`src/rtl/mem_port_arbiter.sv`:
```
// Arbitrates the single memory port between instruction fetch and load/store.
// LS has priority; handles RV32I sub-word lanes, faults and a memory watchdog.
module mem_port_arbiter #(
  parameter int TIMEOUT = 16
) (
  input  logic        clk,
  input  logic        rst,
  input  logic        if_req,
  input  logic [31:0] if_addr,
  output logic [31:0] if_rdata,
  output logic        if_valid,
  output logic        if_stall,
  input  logic        ls_req,
  input  logic        ls_we,
  input  logic [2:0]  ls_funct3,
  input  logic [31:0] ls_addr,
  input  logic [31:0] ls_wdata,
  output logic [31:0] ls_rdata,
  output logic        ls_valid,
  output logic        ls_fault,
  output logic        ls_stall,
  output logic        mem_req,
  output logic        mem_we,
  output logic [31:0] mem_addr,
  output logic [3:0]  mem_be,
  output logic [31:0] mem_wdata,
  input  logic [31:0] mem_rdata,
  input  logic        mem_ack
);
  localparam int WD_W = (TIMEOUT > 1) ? $clog2(TIMEOUT + 1) : 1;

  typedef enum logic [1:0] {IDLE, FETCH, LSU, DONE} state_t;
  state_t state, state_nx;

  logic [WD_W-1:0] wd_cnt;
  logic [2:0]      lat_f3;
  logic [1:0]      lat_off;
  logic            ls_legal, ls_misal, ls_bad, tmo;
  logic [3:0]      st_be;
  logic [31:0]     st_wdata, ld_shift, ld_ext;

  assign if_stall = if_req & ~if_valid;
  assign ls_stall = ls_req & ~ls_valid;

  always_comb begin
    ls_legal = 1'b0;
    case (ls_funct3)
      3'b000, 3'b001, 3'b010: ls_legal = 1'b1;
      3'b100, 3'b101:         ls_legal = ~ls_we;
      default:                ls_legal = 1'b0;
    endcase
    ls_misal = ((ls_funct3[1:0] == 2'b01) && ls_addr[0]) ||
               ((ls_funct3[1:0] == 2'b10) && (ls_addr[1:0] != 2'b00));
    ls_bad   = ~ls_legal | ls_misal;
  end

  always_comb begin
    st_be    = 4'b1111;
    st_wdata = ls_wdata;
    case (ls_funct3[1:0])
      2'b00: begin
        st_be    = 4'b0001 << ls_addr[1:0];
        st_wdata = {4{ls_wdata[7:0]}};
      end
      2'b01: begin
        st_be    = 4'b0011 << ls_addr[1:0];
        st_wdata = {2{ls_wdata[15:0]}};
      end
      default: ;
    endcase
  end

  // Lane selected by the latched offset is shifted down before extension.
  always_comb begin
    ld_shift = mem_rdata >> {lat_off, 3'b000};
    case (lat_f3)
      3'b000:  ld_ext = {{24{ld_shift[7]}}, ld_shift[7:0]};
      3'b001:  ld_ext = {{16{ld_shift[15]}}, ld_shift[15:0]};
      3'b100:  ld_ext = {24'd0, ld_shift[7:0]};
      3'b101:  ld_ext = {16'd0, ld_shift[15:0]};
      default: ld_ext = ld_shift;
    endcase
  end

  assign tmo = (TIMEOUT != 0) && (wd_cnt == WD_W'(TIMEOUT - 1));

  always_ff @(posedge clk) begin
    if (rst) state <= IDLE;
    else     state <= state_nx;
  end

  always_comb begin
    state_nx = state;
    case (state)
      IDLE:       if (ls_req)      state_nx = ls_bad ? DONE : LSU;
                  else if (if_req) state_nx = FETCH;
      FETCH, LSU: if (mem_ack || tmo) state_nx = DONE;
      DONE:       state_nx = IDLE;
      default:    state_nx = IDLE;
    endcase
  end

  always_ff @(posedge clk) begin
    if (rst) begin
      mem_req   <= 1'b0;
      mem_we    <= 1'b0;
      mem_addr  <= '0;
      mem_be    <= '0;
      mem_wdata <= '0;
      if_rdata  <= '0;
      ls_rdata  <= '0;
      if_valid  <= 1'b0;
      ls_valid  <= 1'b0;
      ls_fault  <= 1'b0;
      wd_cnt    <= '0;
      lat_f3    <= '0;
      lat_off   <= '0;
    end else begin
      if_valid <= 1'b0;
      ls_valid <= 1'b0;
      case (state)
        IDLE: begin
          wd_cnt   <= '0;
          ls_fault <= 1'b0;
          if (ls_req) begin
            lat_f3  <= ls_funct3;
            lat_off <= ls_addr[1:0];
            if (ls_bad) begin
              ls_fault <= 1'b1;
              ls_valid <= 1'b1;
            end else begin
              mem_req   <= 1'b1;
              mem_we    <= ls_we;
              mem_addr  <= {ls_addr[31:2], 2'b00};
              mem_be    <= ls_we ? st_be : 4'b1111;
              mem_wdata <= ls_we ? st_wdata : 32'd0;
            end
          end else if (if_req) begin
            mem_req   <= 1'b1;
            mem_we    <= 1'b0;
            mem_addr  <= {if_addr[31:2], 2'b00};
            mem_be    <= 4'b1111;
            mem_wdata <= 32'd0;
          end
        end
        FETCH: begin
          if (mem_ack) begin
            mem_req  <= 1'b0;
            if_rdata <= mem_rdata;
            if_valid <= 1'b1;
          end else if (tmo) begin
            mem_req  <= 1'b0;
            if_rdata <= 32'h0000_0013;
            if_valid <= 1'b1;
          end else begin
            wd_cnt <= wd_cnt + 1'b1;
          end
        end
        LSU: begin
          if (mem_ack) begin
            mem_req  <= 1'b0;
            if (!mem_we) ls_rdata <= ld_ext;
            ls_valid <= 1'b1;
          end else if (tmo) begin
            mem_req  <= 1'b0;
            ls_rdata <= '0;
            ls_fault <= 1'b1;
            ls_valid <= 1'b1;
          end else begin
            wd_cnt <= wd_cnt + 1'b1;
          end
        end
        DONE:    ls_fault <= 1'b0;
        default: ;
      endcase
    end
  end
endmodule

```
`config.mk`:
```
export PLATFORM = sky130hd
export DESIGN_NAME = mem_port_arbiter
export DESIGN_NICKNAME = d
export VERILOG_FILES = /design/src/rtl/mem_port_arbiter.sv
export SDC_FILE = /design/constraint.sdc
export NUM_CORES = 1
export LEC_CHECK = 0
export CAP_MARGIN = 5
export CORE_MARGIN = 2
export CORE_UTILIZATION = 40
export CTS_CLUSTER_SIZE = 25
export DETAILED_ROUTE_END_ITERATION = 10
export PLACE_DENSITY_LB_ADDON = 0.12
export RECOVER_POWER = 50
export SLEW_MARGIN = 40
export SYNTH_ARGS = -nofsm -noshare
export SYNTH_HDL_FRONTEND = slang
export SYNTH_SLANG_ARGS = --single-unit
export TNS_END_PERCENT = 100
```
`constraint.sdc`:
```
create_clock -name clk -period 1.7 [get_ports clk]
set_input_delay 0.17 -clock clk [delete_from_list [all_inputs] [get_ports clk]]
set_output_delay 0.17 -clock clk [all_outputs]
set_load 0.1 [all_outputs]
```
# Yosys cells after proc, flatten, opt, wreduce, memory -nomap -nowiden
# Cells that the tools add are included.
# W data, S select, Z words.
[totals]
ff_bits = 149
output_inout_bits = 139
elab_cells = 119
[op_classes]
add_sub_neg = 1
eq_ne = 23
shift = 3
mux = 45
n_bitwise = 8
reduce_logical = 25
[op_table]
columns = ["operator", "n"]
rows = [
  ["$mux W32", 12],
  ["$pmux W32 S4", 1],
  ["$pmux W32 S2", 1],
  ["$shr A32 B5 Y32", 1],
  ["$mux W4", 4],
  ["$mux W1", 15],
  ["$eq A3 B3 Y1 const B", 4],
  ["$ne A2 B2 Y1 const B", 6],
  ["$reduce_and A3 Y1", 4],
  ["$mux W5", 2],
  ["$pmux W5 S2", 1],
  ["$pmux W4 S2", 1],
  ["$reduce_bool A2 Y1", 4],
  ["$eq A2 B2 Y1 const B", 3],
  ["$eq A3 B1 Y1 const B", 2],
  ["$logic_not A3 Y1", 2],
  ["$mux W2", 3],
  ["$ne A3 B3 Y1 const B", 2],
  ["$pmux W1 S2", 3],
  ["$pmux W2 S3", 1],
  ["$reduce_and A2 Y1", 3],
  ["$reduce_or A2 Y1", 3],
  ["$add A5 B1 Y5 const B", 1],
  ["$eq A5 B4 Y1 const B", 1],
  ["16 further kinds", 25],
]

# Longest topological paths before layout
[depth]
ltp_word = 8
mapped_depth = 9

# Least setup slack after synthesis
# Ideal clock, no wire load.
[synth_path]
kind = "register -> output"
start = "register if_valid"
end = "output port if_stall"
t_arrival_ns = 2.114
slack_ns = -0.584
path_stages_with_launch = 2
path_buffers = 0
path_cell_list = "dfxtp_1 -> nor2b_1"
[synth_between]
elab_chain_cells = 2
[synth_lines]
columns = ["element", "line_no", "source"]
rows = [
  ["start: declaration", "11", "output logic if_valid,"],
  ["start signal: assignment", "112", "if_valid <= 1'b0;"],
  ["start signal: assignment", "119", "if_valid <= 1'b0;"],
  ["start signal: assignment", "150", "if_valid <= 1'b1;"],
  ["$not A1 Y1", "42", "assign if_stall = if_req & ~if_valid;"],
  ["$and A1 B1 Y1", "42", ""],
  ["end: declaration", "12", "output logic if_stall,"],
]
# Every way passes these cells.

# Final worst setup path
[layout_path]
start = "register wd_cnt[1]"
end = "register if_rdata[25]"
[layout_between]
elab_chain_cells = 3
[layout_lines]
columns = ["element", "line_no", "source"]
rows = [
  ["start: declaration", "35", "logic [WD_W-1:0] wd_cnt;"],
  ["start signal: assignment", "156", "wd_cnt <= wd_cnt + 1'b1;"],
  ["start signal: assignment", "170", "wd_cnt <= wd_cnt + 1'b1;"],
  ["$eq A5 B4 Y1", "85", "assign tmo = (TIMEOUT != 0) && (wd_cnt == WD_W'(TIMEOUT - 1));"],
  ["$reduce_bool A2 Y1 (no source line)", "n/a", ""],
  ["$reduce_and A2 Y1 (no source line)", "n/a", ""],
  ["end signal: assignment", "149", "if_rdata <= mem_rdata;"],
  ["end: declaration", "10", "output logic [31:0] if_rdata,"],
]
# Every way passes these cells.
# A chain may end at the register's enable or synchronous reset.

==> flow_summary.ini <==
[timing]
slew_headroom_pct = 61.3
setup_tns_ns = -0.0531
slew_violations = 0
finalHoldViolCount = 0
rsz0062_at_grt = true
fin_crit_ns = 1.72
setup_slack_ns = -0.0215
worst_slew_pin_slew_ns = 0.584
fin_crit_sh_pct = 101
max_freq_ghz = 0.581
finClkSkew_ns = 0.0107
setup_viol = 7

[setup_path]
r2r_end = if_rdata[25]
worstSetupPathDepth = 9
crit_start = wd_cnt[1]
rrSetupSlack_ns = -0.02
crit_required_ns = 2.06
start_kind = flip-flop
worstReg2RegStart = wd_cnt[1]
crit_chain = ha_4 -> and3_4 -> ha_4 -> or2_4 -> nand2_8 -> buf_12 -> buf_12 -> a22oi_1 -> nor2_1
cp_max_fo = 12
slowest_delay_ns = 0.33
cp_data_arrival_time_ns = 2.08
cp-endpoint = if_rdata[25]
path_buf_inv = 2
cp_top_family = simple AND/OR/NAND/NOR gates
slowest_stage = dfxtp_2
cp-end-kind = flip-flop
worstRegToRegCells = 9
critPathKind = reg2reg

[floorplanning]
io_pins = 276
rows = 48
initial_utilization_pct = 40.7
die_area_um2 = 18600
coreArea_um2 = 17200
die_w_um = 136
die_y_um = 136

[clock_network]
clk_latency_ns = 0.42
cts_hold_buf = 0
htreeDepth = 4
numCtsBuffers = 17
clockBufferDepth = 2
clk_pin_slew_ns = 0.06
clkSinkCount = 147
clock-root-buffer = clkbuf_16
cts_tree = yes

[route]
drcViolationCount = 0
wl_per_cell_um = 17.5
wirelength_mm = 22.9
vias = 6886
vias_per_cell = 5.25
postRouteAntennaNets = 0
firstDrtPassIters = 5
drtIter0Drc = 395

[layout]
multi_input_area_um2 = 3960
final_cell_mix = dfxtp_1 (145), clkdlybuf4s50_1 (132), nor2_1 (120)
layout.nets = 1219
syn2layout_area_growth_pct = 54.6
final_common_cell = dfxtp_1
fillCellCount = 1563
seqCellArea_um2 = 2950
antenna_cells = 0
drive_gt1_share_pct = 33.6
fin_cells = 1312
stdcell_area_um2 = 10800
utilization_pct = 62.9

[logic_synthesis]
synth_area_leaders = dfxtp_1 (42%), nor2_1 (6.6%), a22oi_1 (5.9%), mux2i_1 (5.4%), a211oi_2 (5.2%)
synthDistinctLibCells = 54
synth_ff_type = dfxtp_1
synth_edf_count = 0
async_reset_ff_share_pct = 0
syn_inst = 776
synth.cell_area_um2 = 7010
syn_area_per_cell_um2 = 9.04
yosys_warnings = 0
ys_seq_area_share_pct = 42.0
synth_seq_cells = 147
synth_top_area_share_pct = 42.0
synth_top_cell_by_area = dfxtp_1

[placement]
io_buffer_count = 271
hpwl_mm = 16.5
routabilityCongestion = 0.852
dpl.cell_count = 1276
place_area_um2 = 10500

[power_and_ir_drop]
power.static_leakage_nw = 4.41
ir_drop_v = 0.000926
powerDensity_nw_per_um2 = 1580
power_w = 0.0171

[outcome]
violations = setup timing
status = finished with violations

[global_routing]
grt_antenna_before_repair = 0
overflow = 0
grt_pass1_vias = 6641
grt_max_degree = 74
grt_first_pass_wirelength_mm = 35.2
track_usage_pct = 24.2

[job]
cap_viol_max_count = 0

[hold_path]
hold_path_class = in2reg
[state kept, by name, indices dropped and copies added, names as in the netlist]
signal	flops
state	2
if_valid	1
mem_req	1
ls_valid	1
wd_cnt	5
mem_addr	30
mem_be	4
ls_rdata	32
mem_wdata	32
if_rdata	32
lat_off	2
ls_fault	1
lat_f3	3
mem_we	1
[repair_timing]
item / 4_1_cts / 5_1_grt
cloned: 1 / 2
gates resized for setup: 15 / 56
pin swaps: 3 / 38
setup endpoints to repair: 71 / 72
setup buffers: 1 / 1
[how the worst min path moves through the flow]
stage	cells past startpoint	end	start	slack, ns
2_1_floorplan	2	mem_wdata[0]	ls_wdata[0]	0.29
3_3_place_gp	1	mem_wdata[24]	mem_wdata[24]	0.45
3_5_place_dp	1	mem_wdata[30]	mem_wdata[30]	0.45
4_1_cts	2	if_rdata[19]	rst	0.1
5_1_grt	2	if_rdata[19]	rst	0.14
6_report	2	if_rdata[19]	rst	0.12
[cell usage after synthesis (6+ instances only)]
library cell,n
dfxtp_1,147
nor2_1,124
nand2_1,57
o21ai_0,57
a22oi_1,55
mux2i_1,38
clkbuf_1,36
nand3b_1,33
a211oi_2,29
a21oi_1,27
o2bb2ai_1,18
buf_2,17
o31ai_1,14
buf_4,11
nor2_2,11
nand3_1,9
inv_1,8
mux2_2,8
mux4_2,8
ha_1,7
nor3_1,6
[routing by layer]
metal	track usage, %	wire (µm)	up-vias
met5	0	0	-
met4	7.41	411	0
met3	5.93	1660	28
met2	38.1	10400	245
met1	32.8	10400	3233
li1	-	-	3380
[area by class of cell]
| class | instances | area share [%] |
|---|---|---|
| multi-input combinational | 550 | 36.5 |
| timing repair buffer | 351 | 27.4 |
| sequential | 147 | 27.2 |
| tap | 225 | 2.60 |
| clock inverter | 13 | 2.14 |
| inverter | 8 | 0.277 |
| clock buffer | 18 | 3.96 |
[kinds of logic (layout without fill, tap and decap cells)]
logic type | count (synthesis) | after routing | share of synthesized area (%)
buf+inv | 80 | 390 | 5.73
fa+ha+maj | 7 | 7 | 1.25
xor+xnor | 1 | 1 | 0.125
mux | 54 | 54 | 9.28
other cells | 1 | 2 | 0.0535
compound gates | 222 | 222 | 23.9
simple gates | 264 | 264 | 17.7
flops | 147 | 147 | 42.0
[power by group]
part           total (W)  switching (W)  internal [W]
clock            0.00425        0.00150       0.00275
sequential       0.00435       0.000339       0.00401
combinational    0.00853        0.00610       0.00242
[through the flow]
| step | setup WS [ns] | hold WS (ns) |
|---|---|---|
| final | -0.0215 | 0.122 |
| after global routing | -0.0784 | 0.137 |
| after CTS | -0.00683 | 0.0991 |
| after detailed placement | -0.359 | 0.450 |
| after global placement | -0.370 | 0.449 |
| after floorplan | 0.00358 | 0.293 |
(Power assumes the default switching activity.)
